**src/rtl/mem_bus_arbiter.sv**
```systemverilog
// Shares one SRAM-like bus between instruction fetch and MEM-stage data, one transaction at a time.
// Define MEM_ARB_RR_EN for round-robin arbitration; otherwise the data port has fixed priority.
module mem_bus_arbiter #(
  parameter int ADDR_W = 32,
  parameter int DATA_W = 32
) (
  input  logic              clk,
  input  logic              resetn,
  input  logic              inst_req,
  input  logic [ADDR_W-1:0] inst_addr,
  output logic [DATA_W-1:0] inst_rdata,
  output logic              inst_ready,
  input  logic              data_req,
  input  logic              data_wr,
  input  logic [2:0]        data_size,
  input  logic [3:0]        data_wstrb,
  input  logic [ADDR_W-1:0] data_addr,
  input  logic [DATA_W-1:0] data_wdata,
  output logic [DATA_W-1:0] data_rdata,
  output logic              data_ready,
  output logic              bus_req,
  output logic              bus_wr,
  output logic [2:0]        bus_size,
  output logic [3:0]        bus_wstrb,
  output logic [ADDR_W-1:0] bus_addr,
  output logic [DATA_W-1:0] bus_wdata,
  input  logic              bus_addr_ok,
  input  logic              bus_data_ok,
  input  logic [DATA_W-1:0] bus_rdata
);
  typedef enum logic [1:0] {IDLE, GRANT, WAIT_DATA, DONE} state_e;
  localparam logic OWN_INST = 1'b0;
  localparam logic OWN_DATA = 1'b1;

  state_e            state_q, state_d;
  logic              owner_q, owner_d;
  logic              bus_req_q, bus_req_d;
  logic              bus_wr_q, bus_wr_d;
  logic [2:0]        bus_size_q, bus_size_d;
  logic [3:0]        bus_wstrb_q, bus_wstrb_d;
  logic [ADDR_W-1:0] bus_addr_q, bus_addr_d;
  logic [DATA_W-1:0] bus_wdata_q, bus_wdata_d;
  logic [DATA_W-1:0] inst_rdata_q, inst_rdata_d;
  logic [DATA_W-1:0] data_rdata_q, data_rdata_d;
  logic              inst_ready_q, inst_ready_d;
  logic              data_ready_q, data_ready_d;
  logic              pick_data;
  logic              complete;

`ifdef MEM_ARB_RR_EN
  logic last_owner_q, last_owner_d;
  // On a conflict the port that did not win last time gets the bus.
  assign pick_data = data_req & (~inst_req | (last_owner_q == OWN_INST));
`else
  assign pick_data = data_req;
`endif

  always_comb begin
    state_d      = state_q;
    owner_d      = owner_q;
    bus_req_d    = bus_req_q;
    bus_wr_d     = bus_wr_q;
    bus_size_d   = bus_size_q;
    bus_wstrb_d  = bus_wstrb_q;
    bus_addr_d   = bus_addr_q;
    bus_wdata_d  = bus_wdata_q;
    inst_rdata_d = inst_rdata_q;
    data_rdata_d = data_rdata_q;
    inst_ready_d = 1'b0;
    data_ready_d = 1'b0;
    complete     = 1'b0;
`ifdef MEM_ARB_RR_EN
    last_owner_d = last_owner_q;
`endif
    case (state_q)
      IDLE: if (inst_req | data_req) begin
        state_d   = GRANT;
        bus_req_d = 1'b1;
        if (pick_data) begin
          owner_d     = OWN_DATA;
          bus_wr_d    = data_wr;
          bus_size_d  = data_size;
          bus_wstrb_d = data_wstrb;
          bus_addr_d  = data_addr;
          bus_wdata_d = data_wdata;
        end else begin
          owner_d     = OWN_INST;
          bus_wr_d    = 1'b0;
          bus_size_d  = 3'd2;
          bus_wstrb_d = 4'd0;
          bus_addr_d  = inst_addr;
          bus_wdata_d = '0;
        end
      end
      // data_ok without addr_ok here is not ours yet and is ignored.
      GRANT: if (bus_addr_ok) begin
        bus_req_d = 1'b0;
        if (bus_data_ok) complete = 1'b1;
        else             state_d  = WAIT_DATA;
      end
      WAIT_DATA: if (bus_data_ok) complete = 1'b1;
      DONE: begin
        state_d = IDLE;
`ifdef MEM_ARB_RR_EN
        last_owner_d = owner_q;
`endif
      end
      default: state_d = IDLE;
    endcase
    if (complete) begin
      state_d = DONE;
      if (owner_q == OWN_DATA) begin
        data_ready_d = 1'b1;
        if (!bus_wr_q) data_rdata_d = bus_rdata;
      end else begin
        inst_ready_d = 1'b1;
        inst_rdata_d = bus_rdata;
      end
    end
  end

  always_ff @(posedge clk or negedge resetn) begin
    if (!resetn) begin
      state_q      <= IDLE;
      owner_q      <= OWN_INST;
      bus_req_q    <= 1'b0;
      bus_wr_q     <= 1'b0;
      bus_size_q   <= '0;
      bus_wstrb_q  <= '0;
      bus_addr_q   <= '0;
      bus_wdata_q  <= '0;
      inst_rdata_q <= '0;
      data_rdata_q <= '0;
      inst_ready_q <= 1'b0;
      data_ready_q <= 1'b0;
`ifdef MEM_ARB_RR_EN
      last_owner_q <= OWN_INST;
`endif
    end else begin
      state_q      <= state_d;
      owner_q      <= owner_d;
      bus_req_q    <= bus_req_d;
      bus_wr_q     <= bus_wr_d;
      bus_size_q   <= bus_size_d;
      bus_wstrb_q  <= bus_wstrb_d;
      bus_addr_q   <= bus_addr_d;
      bus_wdata_q  <= bus_wdata_d;
      inst_rdata_q <= inst_rdata_d;
      data_rdata_q <= data_rdata_d;
      inst_ready_q <= inst_ready_d;
      data_ready_q <= data_ready_d;
`ifdef MEM_ARB_RR_EN
      last_owner_q <= last_owner_d;
`endif
    end
  end

  assign bus_req    = bus_req_q;
  assign bus_wr     = bus_wr_q;
  assign bus_size   = bus_size_q;
  assign bus_wstrb  = bus_wstrb_q;
  assign bus_addr   = bus_addr_q;
  assign bus_wdata  = bus_wdata_q;
  assign inst_rdata = inst_rdata_q;
  assign data_rdata = data_rdata_q;
  assign inst_ready = inst_ready_q;
  assign data_ready = data_ready_q;
endmodule

```
**config.mk**
```make
export PLATFORM = sky130hd
export DESIGN_NAME = mem_bus_arbiter
export DESIGN_NICKNAME = d
export VERILOG_FILES = /design/src/rtl/mem_bus_arbiter.sv
export SDC_FILE = /design/constraint.sdc
export NUM_CORES = 1
export LEC_CHECK = 0
export ABC_CLOCK_PERIOD_IN_PS = 2600
export CAP_MARGIN = 5
export CORE_MARGIN = 5
export CORE_UTILIZATION = 42
export CTS_BUF_LIST = sky130_fd_sc_hd__clkbuf_8
export DETAILED_ROUTE_END_ITERATION = 8
export GPL_TIMING_DRIVEN = 0
export HOLD_SLACK_MARGIN = 0.15
export MAX_ROUTING_LAYER = met4
export PLACE_DENSITY = 0.9
export SETUP_SLACK_MARGIN = 0.4
export SKIP_LAST_GASP = 1
export SLEW_MARGIN = 10
export SYNTH_ARGS = -nofsm -noshare
export SYNTH_HDL_FRONTEND = slang
export SYNTH_SLANG_ARGS = --single-unit
```
**constraint.sdc**
```tcl
create_clock -name clk -period 2.6 [get_ports clk]
set_input_delay 0.39 -clock clk [delete_from_list [all_inputs] [get_ports clk]]
set_output_delay 0.39 -clock clk [all_outputs]
set_load 0.005 [all_outputs]
```
* After elaboration in Yosys (flattened, before gate mapping) *
Index checks and enable logic that the tools add are counted.
Widths: inputs -> output; s select.

word-level totals
  word-level logic and storage cells = 52
  bits of input ports = 142
  output and inout port bits = 139
  bits in registers = 142

cells by class
  mux-type cells = 21
  eq/ne operators = 8
  bitwise gates (word level) = 3
  reduce and logical (&&, ||, !) cells = 8

operators with widths
  cell                number
  $mux 32             2
  $mux 1              10
  $ne 3x3->1 const B  3
  $mux 2              4
  $pmux 2 s3          1
  $reduce_and 3->1    2
  $eq 2x2->1 const B  2
  $mux 4              1
  $ne 2x2->1 const B  2
  $pmux 1 s2          2
  $reduce_and 2->1    2
  $reduce_and 4->1    1
  $reduce_bool 4->1   1
  $mux 3              1
  $eq 2x1->1 const B  1
  $logic_not 2->1     1
  $not 1->1           2
  $reduce_bool 2->1   1
  $or 1x1->1          1

* Longest topological paths before layout *
Gate-level depths: netlist of run 1.

  depth in word-level cells = 5
  mapped depth = 8
  depth with buffers taken out = 5

* Worst setup path before layout of run 1 *
Ideal clock, no wire load.

  path type = register to register
  start = reg state_q[1]
  end = reg data_rdata_q[10], in the netlist data_rdata[10]
  required time = 2475 ps
  library setup time = 125 ps
  period minus slack after synthesis = 1859 ps
  path slack = 741 ps
  data arrival time = 1734 ps
  cell stages (with the launch flop) = 8
  path buffers = 2
  cells stage by stage = dfrtp_1 inv_1 ha_1 buf_4 a21oi_4 nor4b_4 buf_6 mux2_2

between the ends
  longest elaborated chain between the ends = 3
  elaborated cells on any way between the ends = 4
  classes of those cells = 2 x eq/ne; 1 x mux; 1 x reduce/logical

RTL lines
  item                                             RTL line  RTL
  start: declaration                               35        state_e state_q, state_d;
  start signal: assignment                         140       state_q <= state_d;
  $eq 2x2->1 / $eq 2x1->1 (equally long branches)  75        case (state_q)
  $pmux 1 s2 (*)                                   75
  $reduce_and 3->1 (no source line) (*)            --
  end signal: assignment                           149       data_rdata_q <= data_rdata_d;
  end: declaration                                 44        logic [DATA_W-1:0] data_rdata_q, data_rdata_d;

Mark *: on every way between the ends. The rest lies on a longest branch, timed or not.
A chain may end at the register's enable or synchronous reset.

* Worst setup path after layout of run 1 *
  start = reg state_q[1]
  end = reg inst_rdata_q[21], in the netlist inst_rdata[21]

between the ends
  longest elaborated chain between the ends = 3
  elaborated cells on any way between the ends = 4
  classes of those cells = 2 x eq/ne; 1 x mux; 1 x reduce/logical

RTL lines
  item                                             RTL line  RTL
  $eq 2x2->1 / $eq 2x1->1 (equally long branches)  75
  $pmux 1 s2 (*)                                   75
  $reduce_and 2->1 (no source line) (*)            --
  end signal: assignment                           148       inst_rdata_q <= inst_rdata_d;
  end: declaration                                 43        logic [DATA_W-1:0] inst_rdata_q, inst_rdata_d;

Marks and branches as above.

==> results of run 1 <==
==> state kept, by name, indices dropped and copies added, names as in the netlist, 2 cells and up <==
name        flops
bus_addr       32
bus_wdata      32
data_rdata     32
inst_rdata     32
bus_wstrb       4
bus_size        3
state_q         2
==> metrics by stage <==
| step | power, W | setup slack [ps] | std cells | util, % |
|---|---|---|---|---|
| after floorplan | 0.00543 | 741 | 484 | - |
| after global placement | 0.00808 | -4130 | 939 | 65.7 |
| after detailed placement | 0.00832 | 236 | 940 | 65.9 |
| after CTS | 0.00999 | 481 | 974 | 68.8 |
| after global routing | 0.0105 | 441 | 974 | 68.8 |
| final | 0.00986 | 556 | 974 | 68.8 |
==> worst max-delay path, cell delays in order (launching register included) <==
cell and delay (ps):
dfrtp_1 420, inv_1 100, ha_1 150, buf_4 160
a21oi_4 110, nor3_4 350, buf_4 280, mux2_2 370
==> cells by family after synthesis <==
| family | share of synthesized area, % |
|---|---|
| simple gates | 12.5 |
| mux | 18.0 |
| fa+ha+maj | 0.865 |
| compound gates | 4.22 |
| flops | 61.4 |
| buf+inv | 3.03 |
==> Yosys cell counts, drive strengths merged <==
master / instances
nor3b: 2
o221ai: 1
o32a: 1
a21oi: 1
nand3: 39
nor2: 1
nor4b: 1
nand2: 118
or2b: 1
a211oi: 1
o311ai: 1
mux2i: 32
ha: 4
o21ai: 36
nand3b: 1
mux2: 64
clkbuf: 17
nor3: 2
inv: 2
o31ai: 1
dfrtp: 142
nor2b: 1
buf: 15
==> power groups by stage <==
stage	Sequential [W]	Combinational, W	Clock, W
after floorplan	0.00386	0.00157	0
after global placement	0.00378	0.00430	0
after detailed placement	0.00385	0.00447	0
after CTS	0.00381	0.00450	0.00167
after global routing	0.00393	0.00480	0.00178
final	0.00381	0.00444	0.00162
==> cell type report <==
class | instances | area, um2
clock buffers | 18 | 248
well taps | 176 | 220
repair buffers | 282 | 2840
fillers | 994 | 4180
clock inverters | 14 | 120
plain buffers | 32 | 168
inverters | 2 | 7.51
multi-input cells | 308 | 2060
flip-flops and latches | 142 | 3550
==> how the worst max path moves through the flow <==
stage | end | slack (ps) | cells after the start | start
after detailed placement | data_rdata[4]$_DFFE_PN0P_ | 240 | 5 | bus_data_ok
after CTS | inst_rdata[21]$_DFFE_PN0P_ | 480 | 6 | state_q[1]$_DFFE_PN0P_
after global routing | bus_wdata[20]$_DFFE_PN0P_ | 440 | 8 | state_q[1]$_DFFE_PN0P_
after floorplan | data_rdata[10]$_DFFE_PN0P_ | 740 | 7 | state_q[1]$_DFFE_PN0P_
final | inst_rdata[21]$_DFFE_PN0P_ | 560 | 7 | state_q[1]$_DFFE_PN0P_
after global placement | bus_addr[12]$_DFFE_PN0P_ | -4130 | 1 | resetn
==> layer usage <==
metal,GRT usage (%),part of all wire [%],vias up
met4,9.34,3.0,0
met2,36.9,52,213
met1,24.1,38,2301
li1,-,-,2247
met3,6.55,7.7,46
met5,-,0,-
==> what timing repair did <==
action,4_1_cts,5_1_grt
hold buffers,1,0
pin swaps,1,0
setup buffers,1,0
hold endpoints to repair,71,0
gates resized for setup,0,1
setup endpoints to repair,1,12
==> results.yml, run 1 <==
outcome:
  status: "finished clean"
synth:
  synth.distinct_cells: 28
  yosys_warnings: 0
  netlist_instances: 484
  synth_top_area_share_pct: 61.4
  synth_area_per_cell_um2: 12.0
  synth.largest_area_cell: "dfrtp_1"
  synth-seq-cells: 142
  syn-cell-area_um2: 5790
  synth-seq-area-share_pct: 61.4
  yosys-top-cells-area: "dfrtp_1 (61%), mux2_2 (12%), nand2_1 (7.7%)"
  postSynthNetCount: 630
placement:
  gp_congestion: 0.840
  post_dp_cell_area_um2: 8830
  dp_hpwl_um: 13500
  io_buffers: 279
pwr:
  power.density_nw_per_um2: 1070
  internal_power_w: 0.00669
  ir_drop_mv: 0.589
  seqPwrFrac_pct: 38.6
  p_leak_nw: 4.12
  clkPwrFrac_pct: 16.4
  p_switching_w: 0.00317
  pwr-share-comb_pct: 45.0
  power_switching_share_pct: 32.1
detailed_routing:
  firstDrtPassIters: 4
  num_vias: 4807
  vias_per_cell: 4.94
  ant_nets: 0
  wl_um: 17100
  drc: 0
  wl_per_cell_um: 17.6
  drt-initial-drc-count: 193
worst_hold_path:
  hold_depth: 2
  worstHoldStart: "bus_wstrb[0]$_DFFE_PN0P_"
  hold_path.class: "reg -> reg"
  holdPathEnd: "bus_wstrb[0]$_DFFE_PN0P_"
worst_setup_path:
  cp.arrival_ps: 2370
  worst_r2r_path_depth: 7
  crit_fanout: 10
  worstReg2RegEnd: "inst_rdata[21]$_DFFE_PN0P_"
  setup.worst_path.start_class: "flip-flop"
  critPathRequiredTime_ps: 2920
  crit-reg2reg-launch: "state_q[1]$_DFFE_PN0P_"
  path_class: "reg -> reg"
  r2r_slack_ps: 560
  critPathCaptureType: "flip-flop"
timing:
  slew-limit-headroom_pct: 55.0
  skew_ps: 9.91
  tightestPinTransition_ps: 676
  whs_ps: 467
  min_period_ps: 2040
  period_share_pct: 78.6
  setup_tns_ps: 0
  hold_violations: 0
  finalSetupViolCount: 0
  drv_slew: 0
  clock.fmax_mhz: 489
  grt_setup_unrepaired: "no"
run:
  maxCapViolCount: 0
final_layout:
  design_area_um2: 9220
  n_antenna_cell: 0
  layout_commonest_cell: "clkdlybuf4s50_1"
  nNetsFinal: 931
  final_cell_mix: "clkdlybuf4s50_1 (278), dfrtp_1 (142), nand2_1 (117), mux2_2 (63), nand3_1 (39)"
  area_growth_pct: 59.3
  drive_gt1_share_pct: 14.9
global_route:
  grt_pass1_wl_um: 27100
  gr-usage-all-layers_pct: 21.9
  grt_max_degree: 73
  overflow: 0
  grt_pass1_vias: 5333
  antenna_found_initial: 0
floorplanning:
  die_w_um: 127
  coreArea_um2: 13400
  fp.dieH_um: 127
  start_util_pct: 43.2
  std_cell_rows: 42
  io-pin-count: 281
  die_area_um2: 16200
clock_network:
  cts_sinks: 142
  clk_pin_slew_ps: 80
  cts_tree: "yes"
  numCtsBuffers: 17
  cts_max_level: 4
  clk_latency_ps: 440
  cts-root-buf: "clkbuf_8"
  ctsLongestPathBuffers: 2
(Power assumes the default switching activity.)
==> run 2: changes to the inputs <==
--- a/config.mk
+++ b/config.mk
@@ -5,16 +5,16 @@
 export SDC_FILE = /design/constraint.sdc
 export NUM_CORES = 1
 export LEC_CHECK = 0
-export ABC_CLOCK_PERIOD_IN_PS = 2600
+export ABC_CLOCK_PERIOD_IN_PS = 1750
 export CAP_MARGIN = 5
 export CORE_MARGIN = 5
-export CORE_UTILIZATION = 42
+export CORE_UTILIZATION = 38
 export CTS_BUF_LIST = sky130_fd_sc_hd__clkbuf_8
 export DETAILED_ROUTE_END_ITERATION = 8
 export GPL_TIMING_DRIVEN = 0
 export HOLD_SLACK_MARGIN = 0.15
 export MAX_ROUTING_LAYER = met4
-export PLACE_DENSITY = 0.9
+export PLACE_DENSITY = 0.86
 export SETUP_SLACK_MARGIN = 0.4
 export SKIP_LAST_GASP = 1
 export SLEW_MARGIN = 10
==> constraint.sdc (replaced) <==
create_clock -name clk -period 1.75 [get_ports clk]
set_input_delay 0.2625 -clock clk [delete_from_list [all_inputs] [get_ports clk]]
set_output_delay 0.2625 -clock clk [all_outputs]
set_load 0.005 [all_outputs]
==> results.yml, run 2 (synthesis results as in run 1) <==
outcome:
  status: "complete, but fails checks"
  violations: "setup timing"
final_layout:
  nNetsFinal: 1050
  drive_gt1_share_pct: 51.0
  n_antenna_cell: 0
  fill_cells: 1027
  layout_commonest_cell: "dfrtp_1"
  design_area_um2: 10900
  fin_util_pct: 72.2
  fin_cells: 1105
  area_growth_pct: 88.3
  final_cell_mix: "dfrtp_1 (142), clkdlybuf4s50_1 (139), clkbuf_2 (99), buf_4 (77), nand2_2 (56)"
global_route:
  grt_use_met1_pct: 25.2
  top_usage_layer: "met2"
  gr-usage-all-layers_pct: 22.4
  antenna_found_initial: 0
  use_met3_pct: 6.84
  grt_pass1_wl_um: 30300
  overflow: 0
  grt_pass1_vias: 5575
  grt.met2_usage_pct: 38.7
  grt_max_degree: 73
clock_network:
  clk_latency_ps: 440
  ctsLongestPathBuffers: 2
  cts-root-buf: "clkbuf_8"
  cts_max_level: 4
  numCtsBuffers: 17
  clk_pin_slew_ps: 80
  cts_sinks: 142
  cts_tree: "yes"
detailed_routing:
  firstDrtPassIters: 4
  num_vias: 5380
  ant_nets: 0
  wl_um: 20400
  drc: 0
  drt-initial-drc-count: 151
  wl_per_cell_um: 18.5
  vias_per_cell: 4.87
floorplanning:
  io-pin-count: 281
  start_util_pct: 38.3
  die_area_um2: 17800
  coreArea_um2: 15100
  fp.dieH_um: 133
  std_cell_rows: 45
  die_w_um: 133
placement:
  gp_congestion: 0.821
  io_buffers: 279
  place_ws_ps: -486
  dp_cells: 952
  post_dp_cell_area_um2: 9060
  dp_hpwl_um: 13000
timing:
  tightestPinTransition_ps: 604
  min_period_ps: 1900
  grt_setup_unrepaired: "yes"
  slew-limit-headroom_pct: 59.7
  finalSetupViolCount: 64
  hold_violations: 0
  setup_tns_ps: -7250
  clock.fmax_mhz: 526
  period_share_pct: 109
  skew_ps: 14.8
  drv_slew: 0
  setup_ws_ps: -153
worst_setup_path:
  cp_slowest_cell: "dfrtp_1"
  crit_fanout: 10
  cp_num_buf_inv: 3
  critPathCaptureType: "flip-flop"
  critPathRequiredTime_ps: 2070
  cp.arrival_ps: 2220
  setup.worst_path.start_class: "flip-flop"
  cpPeakStageDelay_ps: 430
  crit_chain: "inv_2 -> ha_4 -> nand2_8 -> nor4b_4 -> buf_6 -> buf_12 -> mux2_2"
  path_class: "reg -> reg"
  path_delay_family: "flip-flops"
worst_hold_path:
  hold_path.class: "in -> reg"
pwr:
  p_leak_nw: 5.35
  power.density_nw_per_um2: 1720
  ir_drop_mv: 0.920
run:
  maxCapViolCount: 0
run 2: changes by cell type in the layout (fill, tap and decap cells not counted), sizes merged:
cell,previous run,this run
buf,18,153
bufinv,1,4
clkbuf,35,130
clkdlybuf4s15,0,28
clkdlybuf4s50,278,139
clkinv,8,4
clkinvlp,4,2
inv,3,6
run 2: metrics by stage:
stage | total power, W | hold slack (ps)
CTS | 0.0175 | 338
detailed placement | 0.0128 | 317
global placement | 0.0126 | 449
global route | 0.0198 | 349
floorplan | 0.00857 | -33.1
finish | 0.0188 | 376
run 2: final timing paths:
kind,startpoint,end,slack [ps],cells past startpoint
max,state_q[0]$_DFFE_PN0P_,data_rdata[25]$_DFFE_PN0P_,-150,7
min,data_wdata[3],bus_wdata[3]$_DFFE_PN0P_,380,3
max reg2reg,state_q[0]$_DFFE_PN0P_,data_rdata[25]$_DFFE_PN0P_,-150,7
min reg2reg,bus_wdata[3]$_DFFE_PN0P_,bus_wdata[3]$_DFFE_PN0P_,490,2
max in group asynchronous,resetn,state_q[0]$_DFFE_PN0P_,560,3
min in group asynchronous,resetn,inst_rdata[24]$_DFFE_PN0P_,390,2
run 2: power breakdown:
| part | total (W) | internal [W] | leakage, nW | switching, W |
|---|---|---|---|---|
| combinational | 0.0101 | 0.00606 | 3.36 | 0.00404 |
| sequential | 0.00577 | 0.00481 | 1.77 | 0.000967 |
| clock | 0.00291 | 0.00159 | 0.221 | 0.00131 |
run 2: per-layer routing:
metal / up-vias / routed length (um)
met3: 28 / 1370
met2: 199 / 10900
li1: 2484 / -
met5: - / 0
met1: 2669 / 7760
met4: 0 / 399
run 2: cell type report:
| type | instances | area, um2 | share of cell area [%] |
|---|---|---|---|
| plain buffers | 32 | 412 | 3.78 |
| inverters | 2 | 7.51 | 0.0689 |
| clock inverters | 14 | 189 | 1.73 |
| multi-input cells | 308 | 2660 | 24.4 |
| well taps | 188 | 235 | 2.16 |
| flip-flops and latches | 142 | 3550 | 32.6 |
| clock buffers | 18 | 248 | 2.27 |
| repair buffers | 401 | 3590 | 32.9 |
run 2: timing repair:
action | 4_1_cts | 5_1_grt
endpoints found under the setup margin | 279 | 296
cloned | 17 | 0
buffers inserted | 55 | 48
gates resized for setup | 433 | 225
hold buffers | 1 | 0
pin swaps | 61 | 21
endpoints found under the hold margin | 71 | 0
run 2: worst register-to-register path: cells and delay by family (launching register included):
family        cells  cell delay [ps]
fa+ha+maj         1              290
flops             1              430
mux               1              350
simple gates      2              320
buf+inv           3              410
==> run 3: changes to the inputs <==
==> constraint.sdc (replaced) <==
create_clock -name clk -period 1.75 [get_ports clk]
set_input_delay 0.35 -clock clk [delete_from_list [all_inputs] [get_ports clk]]
set_output_delay 0.35 -clock clk [all_outputs]
set_load 0.05 [all_outputs]
==> results.yml, run 3 (synthesis results as in run 1) <==
outcome:
  status: "complete, but fails checks"
  violations: "setup timing"
timing:
  min_period_ps: 1970
  grt_setup_unrepaired: "yes"
  setup_ws_ps: -217
  drv_slew: 0
  slew-limit-headroom_pct: 65.6
  tightestPinTransition_ps: 516
  clock.fmax_mhz: 508
  finalSetupViolCount: 64
  setup_tns_ps: -11790
  hold_violations: 0
  period_share_pct: 112
  skew_ps: 11.3
worst_setup_path:
  critPathRequiredTime_ps: 2080
  critPathCaptureType: "flip-flop"
  path_class: "reg -> reg"
  crit_fanout: 10
  setup.worst_path.start_class: "flip-flop"
  cp.arrival_ps: 2300
detailed_routing:
  wl_um: 20700
  num_vias: 5300
  wl_per_cell_um: 19.0
  drt-initial-drc-count: 183
  firstDrtPassIters: 4
  vias_per_cell: 4.88
  ant_nets: 0
  drc: 0
clock_network:
  clk_pin_slew_ps: 90
  ctsLongestPathBuffers: 2
  cts_tree: "yes"
  clk_latency_ps: 450
  numCtsBuffers: 17
  cts_max_level: 4
  cts-root-buf: "clkbuf_8"
  cts_sinks: 142
placement:
  dp_hpwl_um: 12800
  io_buffers: 279
  place_ws_ps: -574
  dp_cells: 952
  gp_congestion: 0.804
global_route:
  overflow: 0
  grt_max_degree: 80
  antenna_found_initial: 0
  gr-usage-all-layers_pct: 19.6
  grt_pass1_wl_um: 26600
  grt_pass1_vias: 5053
final_layout:
  final_cell_mix: "buf_6 (153), dfrtp_1 (142), clkdlybuf4s50_1 (139), buf_4 (78), nand2_1 (55)"
  n_antenna_cell: 0
  fin_cells: 1087
  nNetsFinal: 1033
  area_growth_pct: 92.5
  fill_cells: 999
  layout_commonest_cell: "buf_6"
  drive_gt1_share_pct: 50.5
pwr:
  ir_drop_mv: 1.11
  power.density_nw_per_um2: 2210
  p_total_w: 0.0246
  p_leak_nw: 5.38
worst_hold_path:
  hold_path.class: "in -> async"
floorplanning:
  die_w_um: 133
  coreArea_um2: 15100
  die_area_um2: 17800
  io-pin-count: 281
  std_cell_rows: 45
  start_util_pct: 38.3
  fp.dieH_um: 133
run:
  maxCapViolCount: 0
run 3: cell count changes in the layout (fill, tap and decap cells not counted), sizes merged:
cell           delta
buf             +106
clkbuf           -94
clkdlybuf4s15    -28
bufinv            -1
inv               -1
run 3: critical path, cell delays in order (launching register included):
cell     delay, ps
dfrtp_1        410
inv_2           90
ha_4           300
nand2_8         60
buf_4          150
nor3_4         190
buf_12         160
buf_12         140
mux2_2         340
run 3: worst paths after layout:
kind | cells after the start | slack, ps | endpoint | start
worst max-delay path | 8 | -220 | inst_rdata[15]$_DFFE_PN0P_ | state_q[0]$_DFFE_PN0P_
worst min-delay path | 2 | 410 | inst_rdata[6]$_DFFE_PN0P_ | resetn
worst max register to register | 8 | -220 | inst_rdata[15]$_DFFE_PN0P_ | state_q[0]$_DFFE_PN0P_
worst min register to register | 2 | 490 | bus_wdata[23]$_DFFE_PN0P_ | bus_wdata[23]$_DFFE_PN0P_
max in group asynchronous | 3 | 540 | bus_addr[24]$_DFFE_PN0P_ | resetn
min in group clk | 3 | 450 | bus_wdata[24]$_DFFE_PN0P_ | data_wdata[24]
run 3: repair_timing:
item,in CTS,in global routing
hold buffers,1,0
gates cloned,1,12
resized for setup,735,501
setup buffers,25,65
pin swaps,3,50
endpoints found under the setup margin,279,359
endpoints found under the hold margin,63,0
run 3: cell type report:
type	count	area, um2	area share [%]
repair buffers	384	4050	36.4
flip-flops and latches	142	3550	31.9
multi-input cells	308	2530	22.7
plain buffers	32	358	3.21
clock buffers	19	262	2.35
well taps	188	235	2.11
clock inverters	12	145	1.30
inverters	2	7.51	0.0674
run 3: per-stage QoR:
stage / hold slack, ps / instance area, um2 / utilization [%]
after floorplan: 54.4 / 5860 / -
after global placement: 449 / 8890 / 58.9
after detailed placement: 375 / 8920 / 59.1
after CTS: 423 / 9680 / 64.1
after global routing: 448 / 11100 / 73.8
final: 414 / 11100 / 73.8
run 3: metal layers:
layer / vias to the layer above / GRT usage (%) / part of all wire, % / routed length [um]
met2: 207 / 33.1 / 52 / 10800
li1: 2456 / - / - / -
met1: 2593 / 22.1 / 38 / 7950
met5: - / - / 0 / 0
met3: 44 / 5.89 / 6.3 / 1310
met4: 0 / 7.49 / 2.8 / 569
run 3: where the power goes:
part           internal [W]  total [W]  switching [W]
combinational       0.00694     0.0158        0.00887
clock               0.00147    0.00275        0.00128
sequential          0.00481    0.00608        0.00126
total                0.0132     0.0246         0.0114
